[config.mk]
export PLATFORM = sky130hd
export DESIGN_NAME = shift_unit_seq
export DESIGN_NICKNAME = d
export VERILOG_FILES = /design/src/rtl/shift_pkg.sv /design/src/rtl/shift_step.sv /design/src/rtl/shift_unit_seq.sv
export SDC_FILE = /design/constraint.sdc
export NUM_CORES = 1
export LEC_CHECK = 0
export CORE_UTILIZATION = 55
export CTS_BUF_LIST = sky130_fd_sc_hd__clkbuf_8
export DETAILED_ROUTE_END_ITERATION = 8
export PLACE_DENSITY = 0.77
export SYNTH_ARGS = -nofsm -noshare
export SYNTH_HDL_FRONTEND = slang
export SYNTH_HIERARCHICAL = 1
export SYNTH_SLANG_ARGS = --single-unit
[constraint.sdc]
create_clock -name clk -period 3.75 [get_ports clk]
set_clock_uncertainty 0.1 [all_clocks]
set_input_delay 0.75 -clock clk [delete_from_list [all_inputs] [get_ports clk]]
set_output_delay 0.75 -clock clk [all_outputs]
set_load 0.005 [all_outputs]
[src/rtl/shift_pkg.sv]
// Shared types and helpers for the sequential shift/rotate unit.
package shift_pkg;

    localparam int SHIFT_MODE_W = 3;

    typedef enum logic [SHIFT_MODE_W-1:0] {
        LLS = 3'd0,
        LAS = 3'd1,
        RLS = 3'd2,
        RAS = 3'd3,
        ROL = 3'd4,
        ROR = 3'd5
    } shift_mode_e;

    typedef enum logic [1:0] {
        IDLE  = 2'd0,
        SHIFT = 2'd1,
        DONE  = 2'd2
    } shift_state_e;

    function automatic logic mode_legal(input logic [SHIFT_MODE_W-1:0] m);
        return (m <= 3'd5);
    endfunction

    function automatic logic mode_rotate(input logic [SHIFT_MODE_W-1:0] m);
        return (m == 3'd4) || (m == 3'd5);
    endfunction

endpackage

[src/rtl/shift_step.sv]
// Combinational single-step shifter: moves data by k positions (0..STEP) and
// reports the last bit that left the word.
module shift_step
    import shift_pkg::*;
#(
    parameter int WIDTH = 16,
    parameter int STEP  = 1,
    localparam int KW   = $clog2(WIDTH) + 1
) (
    input  logic [WIDTH-1:0] data,
    input  logic [KW-1:0]    k,
    input  shift_mode_e      mode,
    input  logic             fill,
    output logic [WIDTH-1:0] result,
    output logic             carry
);

    logic             left_s;
    logic             rot_s;
    logic [WIDTH-1:0] pad_s;
    logic [2*WIDTH:0] wide_s;

    // A spare bit beyond the data captures the last exiting bit; rotates pad with data itself.
    always_comb begin
        left_s = (mode == LLS) || (mode == LAS) || (mode == ROL);
        rot_s  = (mode == ROL) || (mode == ROR);
        pad_s  = rot_s ? data : {WIDTH{fill}};
        if (left_s) begin
            wide_s = {1'b0, data, pad_s} << k;
            result = wide_s[2*WIDTH-1:WIDTH];
            carry  = wide_s[2*WIDTH];
        end else begin
            wide_s = {pad_s, data, 1'b0} >> k;
            result = wide_s[WIDTH:1];
            carry  = wide_s[0];
        end
    end

endmodule

[src/rtl/shift_unit_seq.sv]
// Sequential shift/rotate unit: accepts an operand in IDLE, shifts up to STEP
// positions per cycle in SHIFT, and holds the result in DONE until taken.
module shift_unit_seq
    import shift_pkg::*;
#(
    parameter int WIDTH = 16,
    parameter int STEP  = 1,
    localparam int OFFW = $clog2(WIDTH) + 1
) (
    input  logic                    clk,
    input  logic                    rst,
    input  logic                    in_valid,
    output logic                    in_ready,
    input  logic [WIDTH-1:0]        in_data,
    input  logic [OFFW-1:0]         in_offset,
    input  logic [SHIFT_MODE_W-1:0] in_mode,
    output logic                    out_valid,
    input  logic                    out_ready,
    output logic [WIDTH-1:0]        out_data,
    output logic                    out_carry,
    output logic                    out_zero,
    output logic                    out_err
);

    shift_state_e            state_r;
    shift_state_e            state_s;
    logic [OFFW-1:0]         rem_r;
    logic [OFFW-1:0]         rem_in_s;
    logic [OFFW-1:0]         k_s;
    logic [WIDTH-1:0]        data_r;
    logic                    carry_r;
    logic                    zero_r;
    logic                    err_r;
    logic                    fill_r;
    logic [SHIFT_MODE_W-1:0] mode_r;
    logic [WIDTH-1:0]        step_data_s;
    logic                    step_carry_s;

    // Remaining count at accept: shifts saturate at WIDTH+1, rotates wrap modulo WIDTH.
    always_comb begin
        if (!mode_legal(in_mode)) begin
            rem_in_s = {OFFW{1'b0}};
        end else if (mode_rotate(in_mode)) begin
            rem_in_s = in_offset & OFFW'(WIDTH - 1);
        end else if (in_offset > OFFW'(WIDTH + 1)) begin
            rem_in_s = OFFW'(WIDTH + 1);
        end else begin
            rem_in_s = in_offset;
        end
    end

    // Step size for this cycle.
    always_comb begin
        if (rem_r < OFFW'(STEP)) begin
            k_s = rem_r;
        end else begin
            k_s = OFFW'(STEP);
        end
    end

    shift_step #(
        .WIDTH (WIDTH),
        .STEP  (STEP)
    ) u_step (
        .data   (data_r),
        .k      (k_s),
        .mode   (shift_mode_e'(mode_r)),
        .fill   (fill_r),
        .result (step_data_s),
        .carry  (step_carry_s)
    );

    // State register.
    always_ff @(posedge clk) begin
        if (rst) begin
            state_r <= IDLE;
        end else begin
            state_r <= state_s;
        end
    end

    // Next-state logic.
    always_comb begin
        state_s = state_r;
        case (state_r)
            IDLE: begin
                if (in_valid) begin
                    if (!mode_legal(in_mode) || (rem_in_s == {OFFW{1'b0}})) begin
                        state_s = DONE;
                    end else begin
                        state_s = SHIFT;
                    end
                end else begin
                    state_s = IDLE;
                end
            end
            SHIFT: begin
                if (rem_r == k_s) begin
                    state_s = DONE;
                end else begin
                    state_s = SHIFT;
                end
            end
            DONE: begin
                if (out_ready) begin
                    state_s = IDLE;
                end else begin
                    state_s = DONE;
                end
            end
            default: state_s = IDLE;
        endcase
    end

    // Handshake outputs decoded from state alone.
    always_comb begin
        in_ready  = 1'b0;
        out_valid = 1'b0;
        case (state_r)
            IDLE:    in_ready  = 1'b1;
            DONE:    out_valid = 1'b1;
            default: begin
                in_ready  = 1'b0;
                out_valid = 1'b0;
            end
        endcase
    end

    // Operand latch and per-cycle shift datapath; results hold in DONE.
    always_ff @(posedge clk) begin
        if (rst) begin
            data_r  <= {WIDTH{1'b0}};
            carry_r <= 1'b0;
            zero_r  <= 1'b0;
            err_r   <= 1'b0;
            fill_r  <= 1'b0;
            mode_r  <= {SHIFT_MODE_W{1'b0}};
            rem_r   <= {OFFW{1'b0}};
        end else begin
            case (state_r)
                IDLE: begin
                    if (in_valid) begin
                        data_r  <= in_data;
                        zero_r  <= (in_data == {WIDTH{1'b0}});
                        carry_r <= 1'b0;
                        err_r   <= !mode_legal(in_mode);
                        fill_r  <= (in_mode == RAS) ? in_data[WIDTH-1] : 1'b0;
                        mode_r  <= in_mode;
                        rem_r   <= rem_in_s;
                    end
                end
                SHIFT: begin
                    data_r  <= step_data_s;
                    zero_r  <= (step_data_s == {WIDTH{1'b0}});
                    carry_r <= step_carry_s;
                    rem_r   <= rem_r - k_s;
                end
                default: begin
                    rem_r <= rem_r;
                end
            endcase
        end
    end

    assign out_data  = data_r;
    assign out_carry = carry_r;
    assign out_zero  = zero_r;
    assign out_err   = err_r;

endmodule
## After elaboration in Yosys (flattened, before gate mapping)

Index checks and enable logic that the tools add are counted.

| storage, ports and cells | value |
|---|---|
| memory bits (read-only) | 0 |
| input bits | 28 |
| register bits after elaboration | 30 |
| word-level logic and storage cells | 61 |
| memory bits (writable) | 0 |
| output and inout port bits | 21 |
| memories kept | 0 |
| latch bits | 0 |

| cells by class | value |
|---|---|
| magnitude comparators | 3 |
| equal/unequal tests | 10 |
| divide/modulo/power cells | 0 |
| $mul | 0 |
| bitwise logic cells | 0 |
| $add $sub $neg | 1 |
| reduce and logical (&&, ||, !) cells | 14 |
| shift-type cells | 2 |
| muxes and demuxes | 23 |

Operators by type and width:

| operator | number |
|---|---|
| 2-to-1 mux 16 bit | 3 |
| left shift 32 x 5 -> 33 bit | 1 |
| right shift 33 x 5 -> 17 bit | 1 |
| logical NOT 16 bit | 2 |
| case mux 16 bit (2 select lines) | 1 |
| 2-to-1 mux 5 bit | 5 |
| == test 3 bit (second input constant) | 4 |
| case mux 5 bit (2 select lines) | 1 |
| 2-to-1 mux 2 bit | 4 |
| 2-to-1 mux 1 bit | 6 |
| case mux 2 bit (3 select lines) | 1 |
| == test 5 bit | 1 |
| greater-than comparator 5 bit (second input constant) | 1 |
| logical NOT 5 bit | 1 |
| logical OR 1 bit | 5 |
| less-than comparator 5 x 1 -> 1 bit (second input constant) | 1 |
| subtractor 5 bit | 1 |
| case mux 1 bit (2 select lines) | 2 |
| AND reduction 2 bit | 2 |
| == test 3 x 1 -> 1 bit (second input constant) | 1 |
| == test 3 x 2 -> 1 bit (second input constant) | 1 |
| <= comparator 3 bit (second input constant) | 1 |
| logical NOT 3 bit | 1 |
| == test 2 x 1 -> 1 bit (second input constant) | 1 |
| other kinds (5) | 5 |

## Logic depth before layout (Yosys ltp)

| depth | value |
|---|---|
| word-level depth | 9 |
| depth in mapped cells | 17 |
| depth with buffers taken out | 12 |

## Cells and area by module

The synthesis kept the hierarchy.

By module, submodules not included:

| module | area an instance (µm²) | cells an instance | instances | seq. area each (µm²) |
|---|---|---|---|---|
| shift_step | 3289.4 | 471 | 1 | 0.0 |
| shift_unit_seq | 1585.3 | 213 | 1 | 600.6 |

## Least setup slack after synthesis

Ideal clock, no wire load.

| timing path | value |
|---|---|
| path kind | reg-to-reg |
| start | register rem_r[1] |
| end | register zero_r (netlist: out_zero) |
| library setup time | 0.074 ns |
| period minus slack after synthesis | 3.161 ns |
| path buffers | 4 |
| data arrival time | 2.986 ns |
| setup slack | 0.589 ns |
| data required time | 3.576 ns |
| cell stages (with the launch flop) | 16 |
| path through | dfxtp_1 clkbuf_1 nor2_1 nand2_1 buf_6 buf_12 buf_6 mux4_2 nor2_1 nor2_1 a221oi_1 nor2_1 or4_1 nor4_1 nand4_1 a31oi_1 |

| between the ends | value |
|---|---|
| word-level cells in the longest chain between the ends | 6 |
| elaborated cells on any way between the ends | 7 |
| those cells by class | order compare (1); shift (2); mux (3); reduce/logical (1) |

Ends and longest elaborated chain:

| item | line | RTL |
|---|---|---|
| from (decl) | shift_unit_seq.sv:27 | `logic [OFFW-1:0] rem_r;` |
| from (signal assigned) | shift_unit_seq.sv:138 | `rem_r <= {OFFW{1'b0}};` |
| from (signal assigned) | shift_unit_seq.sv:149 | `rem_r <= rem_in_s;` |
| from (signal assigned) | shift_unit_seq.sv:156 | `rem_r <= rem_r - k_s;` |
| less-than comparator 5 x 1 -> 1 bit (*) | shift_unit_seq.sv:54 | `if (rem_r < OFFW'(STEP)) begin` |
| 2-to-1 mux 5 bit (*) | shift_unit_seq.sv:54 |  |
| net k_s[0] | shift_unit_seq.sv:29 | `logic [OFFW-1:0] k_s;` |
| right shift 33 x 5 -> 17 bit / left shift 32 x 5 -> 33 bit (equally long branches) | shift_step.sv:33, shift_step.sv:29 |  |
| 2-to-1 mux 16 bit (*) | shift_step.sv:28 | `if (left_s) begin` |
| net step_data_s[11] | shift_unit_seq.sv:36 | `logic [WIDTH-1:0] step_data_s;` |
| logical NOT 16 bit (*) | shift_unit_seq.sv:154 | `zero_r <= (step_data_s == {WIDTH{1'b0}});` |
| case mux 1 bit (2 select lines) (*) | shift_unit_seq.sv:140 | `case (state_r)` |
| to (signal assigned) | shift_unit_seq.sv:144 | `zero_r <= (in_data == {WIDTH{1'b0}});` |
| to (signal assigned) | shift_unit_seq.sv:154 |  |
| to (decl) | shift_unit_seq.sv:32 | `logic zero_r;` |

The timed path passes the listed nets; every way through them passes the cells marked *.
A chain may end at the register's enable or synchronous reset.

## Worst setup path after layout

| timing path | value |
|---|---|
| start | register rem_r[2] |
| end | register zero_r (netlist: out_zero) |

Same word-level chain as after synthesis.

==> flow_metrics.env <==
export IMPL_layout_commonest_cell="nor2_1"
export IMPL_endpoint_kind="flip-flop"
export IMPL_drt_iter0_drc=1153
export IMPL_initial_utilization_pct=58.2
export IMPL_drive_gt1_share_pct=11.0
export IMPL_finalHoldWorstSlack_ps=361
export IMPL_status="finished, violations left"
export IMPL_area_delta_synth_final_pct=10.9
export IMPL_grt_pass1_vias=5520
export IMPL_synth_warnings=6
export IMPL_cts_buffers_inserted=5
export IMPL_ys_types=78
export IMPL_nets=729
export IMPL_gp_congestion=1.15
export IMPL_cts_tree="built"
export IMPL_drv_slew=0
export IMPL_slowest_delay_ps=520
export IMPL_fmax_mhz=281
export IMPL_tns_ps=0
export IMPL_cts_root_buffer="clkbuf_8"
export IMPL_hold_class="flip-flop to flip-flop"
export IMPL_setup_violations=0
export IMPL_arrival_ps=3670
export IMPL_synth_edf_count=0
export IMPL_pre_cts_ws_ps=147
export IMPL_detailed_place_hpwl_um=14100
export IMPL_track_usage_pct=44.3
export IMPL_die_y_um=96.1
export IMPL_cts_setup_buffers=0
export IMPL_total_power_mw=2.33
export IMPL_syn_avg_cell_area_um2=7.13
export IMPL_path_clk_slew_ps=70
export IMPL_remaining_drc_errors=1
export IMPL_synth_seq_cells=30
export IMPL_seq_area_frac_synth_pct=12.3
export IMPL_busiest_layer="met2"
export IMPL_grt_max_degree=71
export IMPL_dieArea_um2=9240
export IMPL_critPathRequiredTime_ps=3850
export IMPL_core_um2=8380
export IMPL_grt_util_met3_pct=9.00
export IMPL_ys_async_sr_fraction_pct=0
export IMPL_tightestPinTransition_ps=957
export IMPL_synth_flop_cell="dfxtp_1"
export IMPL_crit_slowest_cell="or4_1"
export IMPL_cp_start_kind="flip-flop"
export IMPL_finalWorstSetupSlack_ps=185
export IMPL_finalCritPeriodShare_pct=95.1
export IMPL_netlist_instances=684
export IMPL_vias=6057
export IMPL_use_met1_pct=55.1
export IMPL_antenna_found_initial=0
export IMPL_die_w_um=96.1
export IMPL_period_minus_slack_ps=3560
export IMPL_fillCellCount=735
export IMPL_fp_row_count=33
export IMPL_critical_path_top_delay_family="simple AND/OR/NAND/NOR gates"
export IMPL_final_cell_mix="nor2_1 (97), nand2_1 (72), clkdlybuf4s50_1 (48), a21oi_1 (41), mux2i_1 (40)"
export IMPL_insertion_delay_ps=290
export IMPL_drtPass1Iterations=9
export IMPL_clock_path_buffers=2
export IMPL_routedWlPerCell_um=24.5
export IMPL_htreeDepth=2
export IMPL_pin_count=49
export IMPL_worstPathCellList="nor3_2 -> nand2_4 -> buf_12 -> o221ai_4 -> mux2i_1 -> a221oi_1 -> nor2_1 -> or4_1 -> nor4_1 -> nand4_1 -> a31oi_1"
export IMPL_cts_hold_buffers=0
export IMPL_slew_headroom_pct=36.1
export IMPL_grt_use_met2_pct=69.1
export IMPL_critical_path_class="flip-flop to flip-flop"
export IMPL_viasPerCell=7.52
export IMPL_portBuffers=48
export IMPL_syn_area_um2=4870
export IMPL_grt_overflow_total=0
export IMPL_ir_worst_vdd_mv=0.397
export IMPL_rsz0062_at_grt="false"
export IMPL_wirelength_um=19700
export IMPL_p_per_area_nw_per_um2=431
export IMPL_critPathMaxFanout=46
export IMPL_hold_violations=0
export IMPL_ant_nets=0
export IMPL_leakagePower_nw=1.98
export IMPL_crit_buf_inv=1
export IMPL_clock_sinks=30
export IMPL_maxCapViolations=0
export IMPL_violations="DRC"
export IMPL_grt_first_pass_wirelength_um=30600
export IMPL_diodes=0
==> worst min-delay path, delay by kind of cell, from the launching register on <==
kind / cells / cell delay, ps
compound gates: 1 / 50
simple gates: 1 / 50
flops: 1 / 310
==> through the flow <==
step | area (µm²) | cells | utilization, %
5_1_grt | 5410 | 805 | 64.5
3_5_place_dp | 5300 | 797 | 63.2
6_report | 5410 | 805 | 64.5
4_1_cts | 5390 | 805 | 64.3
2_1_floorplan | 4900 | 692 | -
3_3_place_gp | 5300 | 797 | 63.2
==> layer usage <==
| metal | up-vias | share of wire, % |
|---|---|---|
| met5 | - | 0 |
| met4 | 0 | 8.3 |
| met3 | 159 | 13 |
| met2 | 568 | 43 |
| met1 | 2735 | 35 |
| li1 | 2595 | - |
==> final timing paths <==
kind	from	to	slack, ps	cells after the start
setup reg to reg	rem_r[2]	out_zero	190	11
setup / recovery	rem_r[2]	out_zero	190	11
hold / removal	out_err	out_err	360	2
hold reg to reg	out_err	out_err	360	2
==> registers in the layout, summed over array words and instances (netlist names) <==
register,flops
out_data,16
out_err,1
out_zero,1
out_carry,1
fill_r,1
mode_r,3
rem_r,5
state_r,2
==> cell families (layout without fill, tap and decap cells) <==
group / after synthesis / count (layout) / share of synthesized area [%]
simple gates: 288 / 288 / 27.7
compound gates: 200 / 200 / 30.2
buf+inv: 92 / 100 / 9.80
mux: 71 / 71 / 19.4
flops: 30 / 30 / 12.3
fa+ha+maj: 2 / 2 / 0.513
other cells: 1 / 9 / 0.0769
==> where the power goes <==
part	total (mW)	leakage, nW	internal [mW]	switching, mW
clock network	0.275	0.0524	0.145	0.130
logic	1.57	1.68	0.647	0.923
registers	0.484	0.247	0.365	0.119
total	2.33	1.98	1.16	1.17
==> cell usage after synthesis (14+ instances only) <==
cell	n	share of area, %
nand3_1	20	2.1
a21oi_1	41	4.2
buf_2	17	1.7
mux2i_1	40	8.2
dfxtp_1	30	12
a2bb2oi_1	19	3.4
mux4_2	15	6.9
clkbuf_1	28	2.2
inv_1	24	1.8
nand2b_1	15	1.9
a31oi_1	14	1.8
nor3_1	31	3.2
nand2_1	73	5.6
o21ai_0	25	2.6
nor2_1	97	7.5
==> what timing repair did <==
item                       CTS  global route
setup endpoints to repair    0             5
resized for setup            0             2
hold endpoints to repair     0             0
==> final cells by class <==
type	instances	area, µm²	share of cell area [%]
Clock buffer	6	82.6	1.53
Clock inverter	2	8.76	0.162
Inverter	25	93.8	1.74
Multi-Input combinational cell	570	3850	71.3
Sequential cell	30	601	11.1
Tap cell	105	131	2.43
Timing Repair Buffer	67	636	11.8
(Power assumes the default switching activity.)
